`config.mk`:
```
export PLATFORM = sky130hd
export DESIGN_NAME = systolic_ctrl
export DESIGN_NICKNAME = d
export VERILOG_FILES = /design/src/rtl/systolic_pkg.sv /design/src/rtl/systolic_ctrl_skew_pipe.sv /design/src/rtl/systolic_ctrl.sv
export SDC_FILE = /design/constraint.sdc
export NUM_CORES = 1
export LEC_CHECK = 0
export CAP_MARGIN = 20
export CORE_ASPECT_RATIO = 1.5
export CORE_MARGIN = 4
export CORE_UTILIZATION = 40
export CTS_CLUSTER_DIAMETER = 80
export DETAILED_ROUTE_END_ITERATION = 8
export DONT_BUFFER_PORTS = 1
export SKIP_CTS_REPAIR_TIMING = 1
export SLEW_MARGIN = 0
export SYNTH_ARGS = -nofsm -noshare
export SYNTH_HDL_FRONTEND = slang
export SYNTH_SLANG_ARGS = --single-unit
```
`constraint.sdc`:
```
create_clock -name clk -period 4.2 [get_ports clk]
set_input_delay 0.42 -clock clk [delete_from_list [all_inputs] [get_ports clk]]
set_output_delay 0.42 -clock clk [all_outputs]
set_load 0.005 [all_outputs]
```
`src/rtl/systolic_pkg.sv`:
```
// Shared definitions for the systolic array sequencer.
//   state_t    : controller states IDLE..DONE
//   *_DEF      : default array dimension, job length limit, MAC latency
//   drain_len  : cycles needed after the last activation until the last
//                column result has left the array
package systolic_pkg;

  typedef enum logic [2:0] {
    IDLE,
    LOAD,
    SWAP,
    STREAM,
    DRAIN,
    DONE
  } state_t;

  localparam int N_DEF       = 4;
  localparam int K_MAX_DEF   = 256;
  localparam int MAC_LAT_DEF = 1;

  function automatic int drain_len(input int n, input int mac_lat);
    return 2 * n - 1 + mac_lat;
  endfunction

endpackage

```
`src/rtl/systolic_ctrl_skew_pipe.sv`:
```
// skew_pipe: valid shift register with a tap per delay.
//   clk, rst : clock, asynchronous active-high reset
//   din      : valid bit entering the pipe
//   taps     : taps[i] is din delayed by i cycles (taps[0] is din itself)
module skew_pipe #(
  parameter int DEPTH = 8
) (
  input  logic           clk,
  input  logic           rst,
  input  logic           din,
  output logic [DEPTH:0] taps
);

  logic [DEPTH-1:0] sr;

  always_ff @(posedge clk or posedge rst) begin
    if (rst) sr <= '0;
    else     sr <= (sr << 1) | DEPTH'(din);
  end

  assign taps = {sr, din};

endmodule

```
`src/rtl/systolic_ctrl.sv`:
```
// systolic_ctrl: job sequencer for an N x N weight-stationary systolic array.
// Loads one weight tile (deepest row first), strobes switch once, streams
// k activation vectors with per-row skew, drains, then pulses done.
//   clk, rst    : clock, asynchronous active-high reset
//   start,k_len : job request and length (sampled in IDLE, clipped to K_MAX)
//   busy, done  : job in progress / one-cycle completion pulse
//   w_load,w_row: weight word valid and tile row being driven
//   switch      : dormant->active weight promotion strobe
//   a_idx       : activation vector index being fetched
//   a_en        : per-row activation valid (row r skewed by r cycles)
//   res_valid   : per-column result valid (column c skewed by N+c+MAC_LAT)
// Optional: define SYSTOLIC_CTRL_PERF_CNT_EN to add perf_cycles, a saturating
// count of busy cycles in the most recent job.
//
// state  | meaning
// IDLE   | waiting for start
// LOAD   | shifting weight tile down the columns, N cycles
// SWAP   | single switch strobe
// STREAM | k activation vectors issued
// DRAIN  | skew pipeline flushing, 2N-1+MAC_LAT cycles
// DONE   | completion pulse
module systolic_ctrl
  import systolic_pkg::*;
#(
  parameter int N       = N_DEF,
  parameter int K_MAX   = K_MAX_DEF,
  parameter int MAC_LAT = MAC_LAT_DEF,
  parameter int CW      = $clog2(K_MAX + 1)
) (
  input  logic                 clk,
  input  logic                 rst,
  input  logic                 start,
  input  logic [CW-1:0]        k_len,
  output logic                 busy,
  output logic                 done,
  output logic                 w_load,
  output logic [$clog2(N)-1:0] w_row,
  output logic                 switch,
  output logic [CW-1:0]        a_idx,
  output logic [N-1:0]         a_en,
  output logic [N-1:0]         res_valid
`ifdef SYSTOLIC_CTRL_PERF_CNT_EN
  ,
  output logic [31:0]          perf_cycles
`endif
);

  localparam int RW        = $clog2(N);
  localparam int DRAIN_LEN = drain_len(N, MAC_LAT);
  localparam int DEPTH     = 2 * N - 1 + MAC_LAT;

  state_t        state_q, state_d;
  logic          sv;
  logic [CW-1:0] k_q;
  logic [CW-1:0] tmr;
  logic [CW-1:0] k_sat;
  logic [DEPTH:0] taps;
  logic          unused_taps;

  assign k_sat = (k_len > CW'(K_MAX)) ? CW'(K_MAX) : k_len;

  always_ff @(posedge clk or posedge rst) begin
    if (rst) state_q <= IDLE;
    else     state_q <= state_d;
  end

  always_comb begin
    state_d = state_q;
    busy    = 1'b0;
    done    = 1'b0;
    w_load  = 1'b0;
    switch  = 1'b0;
    sv      = 1'b0;
    unique case (state_q)
      IDLE: begin
        if (start) state_d = LOAD;
      end
      LOAD: begin
        busy   = 1'b1;
        w_load = 1'b1;
        if (w_row == '0) state_d = SWAP;
      end
      SWAP: begin
        busy   = 1'b1;
        switch = 1'b1;
        state_d = (k_q == '0) ? DONE : STREAM;
      end
      STREAM: begin
        busy = 1'b1;
        sv   = 1'b1;
        if (tmr == '0) state_d = DRAIN;
      end
      DRAIN: begin
        busy = 1'b1;
        if (tmr == '0) state_d = DONE;
      end
      DONE: begin
        done    = 1'b1;
        state_d = IDLE;
      end
      default: state_d = IDLE;
    endcase
  end

  // w_row doubles as the LOAD timer; tmr times STREAM then DRAIN.
  // a_idx is only touched entering and during STREAM so it holds otherwise.
  always_ff @(posedge clk or posedge rst) begin
    if (rst) begin
      k_q   <= '0;
      w_row <= '0;
      a_idx <= '0;
      tmr   <= '0;
    end else begin
      case (state_q)
        IDLE: begin
          if (start) begin
            k_q   <= k_sat;
            w_row <= RW'(N - 1);
          end
        end
        LOAD: begin
          if (w_row != '0) w_row <= w_row - RW'(1);
        end
        SWAP: begin
          a_idx <= '0;
          tmr   <= k_q - CW'(1);
        end
        STREAM: begin
          if (tmr == '0) begin
            tmr <= CW'(DRAIN_LEN - 1);
          end else begin
            tmr   <= tmr - CW'(1);
            a_idx <= a_idx + CW'(1);
          end
        end
        DRAIN: begin
          if (tmr != '0) tmr <= tmr - CW'(1);
        end
        default: ;
      endcase
    end
  end

  skew_pipe #(.DEPTH(DEPTH)) u_skew (
    .clk  (clk),
    .rst  (rst),
    .din  (sv),
    .taps (taps)
  );

  assign a_en        = taps[N-1:0];
  assign res_valid   = taps[DEPTH -: N];
  assign unused_taps = ^taps;

`ifdef SYSTOLIC_CTRL_PERF_CNT_EN
  always_ff @(posedge clk or posedge rst) begin
    if (rst)                           perf_cycles <= '0;
    else if (state_q == IDLE && start) perf_cycles <= '0;
    else if (busy && perf_cycles != 32'hFFFF_FFFF)
                                       perf_cycles <= perf_cycles + 32'd1;
  end
`endif

endmodule

```
==> parameters.txt <==
Parameter                              Value

STA
  Total setup violations reported at the end of the flow ... 0
  Number of hold violations in the final report ... 0
  Sum of negative setup slack ... 0 ns
  Post-route clock skew ... 0.00397 ns
  Unrepaired setup endpoints after global routing ... no
  Slew margin rel. ... 57.1%
  Count of final max-slew check failures ... 0
  WHS ... 0.125 ns
  Ratio of final minimum period to clock period ... roughly 55%
  Time the final worst path needs with I/O delays and setup ... 2.32 ns
  Achievable Freq ... 0.430 GHz
  Actual transition at the worst max-transition pin ... approximately 0.64 ns

Place
  HPWL Detailed ... ~3.2 mm
  Placed instance area ... 2250 µm²
  RePlAce Congestion ... 0.787
  Port-buffer cells ... 0
  Post-placement cell count ... a little under 300

Worst setup path
  Kind of end point of the critical path ... output port
  Type of the worst setup path ... register to output port
  Arrival time worst endpoint ... around 1.9 ns
  Crit Path Max Fanout ... 17
  Startpoint type of the worst setup path ... register
  Required time reported for the critical path endpoint ... 3.78 ns

Detailed routing
  Number of DRC markers in iteration 0 ... 76
  Initial DRT Pass Iterations ... 4
  Avg Vias per Cell ... 5.40
  Number of nets with antenna violations after detailed routing ... 0
  Final routed DRC violation total ... 0
  Post-DR wirelength/cell ... 14.8 µm
  Routed vias ... 1626
  DRT Wirelength ... 4.46 mm

Logic synthesis
  Multiplexer area fraction after synthesis ... less than 1%
  Synth unique cells ... 51
  Proportion of register bits with asynchronous set or reset after synthesis ... 100%
  Main flop type after synthesis ... dfrtp_1
  Synthesized-area fraction occupied by adder cells ... about 2.8%
  Number of nets produced by synthesis ... approximately 250
  Number of warning messages in the yosys log ... 0
  Post-synthesis instance total ... 236
  Post-Synth Simple-Gate Area ... 22.5%
  Number of flops mapped to enable cells by yosys ... 0
  Synth Area in Compound Gates ... 16.7%
  Register area share after synthesis ... 44.5%
  Largest family of logic cells by synthesized area ... simple AND/OR/NAND/NOR gates
  Flops & latches, synth ... 40
  Synth Cell Area ... 2250 µm²
  Synth Area in XOR/XNOR ... 5.84%
  Post-synthesis average cell area ... 9.53 µm²

Status
  Outcome ... completed

Clock network
  Number of H-tree levels ... 2
  Buffer cell driving the clock tree root ... clkbuf_8
  Clk sink count ... 40
  Maximum number of buffers from clock root to sink ... 2
  Clock tree from TritonCTS ... yes
  Clock-pin transition on the worst setup and hold timing paths ... 0.08 ns
  Clock insertion delay at the later pin of the skew report ... 0.30 ns
  Total clock buffers created by CTS ... 5

Layout
  Area delta synth->final ... 5.79%
  Layout Nets ... 247
  Final design area excluding fillers ... around 2400 µm²
  Antenna cell count ... 0
  Finished Layout Cells ... 301
  Fraction of layout instances using a drive strength above 1 ... 9.52%

Floorplan
  Die extent in x ... between 60 and 70 µm
  Placeable core region ... around 5500 µm²
  Cell Rows ... 33
  Die height ... 99.8 µm
  Starting utilization of the core area ... 41.3%
  Number of top-level design ports ... 35
  Die Area ... 6910 µm²

Global routing
  Total routing usage reported by global routing ... 13.7%
  Number of global-route vias before repair ... 1610
  Total congestion overflow ... 0
  Pin count of the biggest net entering global routing ... 41
  Global-route wire length before repair ... 7.77 mm
  Antenna violations before repair ... 0

Power and ir drop
  Pwr dens ... approximately 810 nW/µm²
  Power after layout ... 1.94 mW
  Worst vdd ir ... approximately 0.37 mV
  Standby leakage power ... 1.06 nW

Flow run
  Number of violations of the max-capacitance limit ... 0

Hold path
  Path category of the worst min-delay check ... primary input to async pin
## cells by family (layout without fill, tap and decap cells)
family | after synthesis | count (layout)
adders and majority gates | 5 | 5
DFF | 40 | 40
AOI/OAI and AO/OA | 57 | 57
muxes | 2 | 2
buffers and inverters | 30 | 25
and+or+nand+nor | 87 | 87
xor gates and xnor gates | 15 | 15
## power by group
group,internal (mW),leakage (nW),switching (mW)
Clock,0.210,0.0645,0.135
Combinational,0.379,0.477,0.475
Sequential,0.520,0.522,0.217
Total,1.11,1.06,0.828
## state kept, by name, indices dropped and copies added (netlist names)
name       cells
a_idx          9
k_q            9
tmr            9
u_skew.sr      8
state_q        3
w_row          2
## layout make-up
type,instances,area (µm²)
multi-input combinational,166,1100
inverter,16,60.1
clock buffer,7,96.3
timing repair buffer,1,7.51
fill,554,3070
sequential,40,1000
clock inverter,1,30.0
tap,70,87.6
## cell usage in the layout, fill, tap and decap left out, types with 2 or more instances in the layout
cell type / instances
dfrtp_1: 40
nor2_1: 25
o21ai_0: 20
nand2_1: 19
inv_1: 15
nand2b_1: 9
xnor2_1: 8
a21oi_1: 8
xor2_1: 7
clkbuf_8: 7
a31oi_1: 5
nand3_1: 5
nor3_1: 5
ha_1: 5
and3_1: 4
o21ai_1: 3
o22ai_1: 3
a22o_1: 3
nand4_1: 3
o32ai_1: 2
nor3b_1: 2
a32oi_1: 2
nor4_1: 2
a211oi_1: 2
o22a_1: 2
## cells in the mapped netlist, drive strengths merged (4+ instances only)
master  number  area (µm²)
a21oi       10        65.1
o22ai        4        31.3
inv         15        56.3
xor2         7        61.3
xnor2        8        70.1
and3         4        25.0
nand2b       9        56.3
ha           5        62.6
nor3         5        25.0
clkbuf       4        15.0
buf         10        76.3
o21ai       23         115
a31oi        5        31.3
dfrtp       40        1000
nor4         4        46.3
nand3        5        25.0
nand2       20        77.6
nor2        26         114
## final timing paths
path / start / endpoint / slack, ns / cells past startpoint
max in group asynchronous: rst / tmr[2] / 3.73 / 2
worst min register to register: u_skew.sr[3] / u_skew.sr[4] / 0.35 / 0
worst max register to register: state_q[2] / tmr[4] / 2.24 / 4
worst min-delay path: rst / a_idx[2] / 0.12 / 2
min in group clk: k_len[6] / k_q[6] / 0.26 / 2
worst max-delay path: state_q[2] / switch / 1.88 / 3
## per-layer routing
| layer | track usage (%) | up-vias | part of all wire [%] |
|---|---|---|---|
| li1 | - | 808 | - |
| met1 | 16.8 | 764 | 44 |
| met3 | 5.01 | 10 | 7.0 |
| met4 | 6.02 | 0 | 2.3 |
| met2 | 21.8 | 44 | 47 |
| met5 | 0 | - | 0 |
## critical path, stage by stage (launching register included)
cell      delay [ns]
dfrtp_1         0.66
or3b_1          0.50
nand3_1         0.19
clkinv_1        0.25
## metrics by stage
step	util, %	worst slack [ns]
5_1_grt	43.6	1.76
4_1_cts	43.6	1.89
6_report	43.6	1.88
2_1_floorplan	-	2.47
3_3_place_gp	41.3	2.27
3_5_place_dp	41.3	2.24
Note: power is estimated with default switching activity, not from simulation.
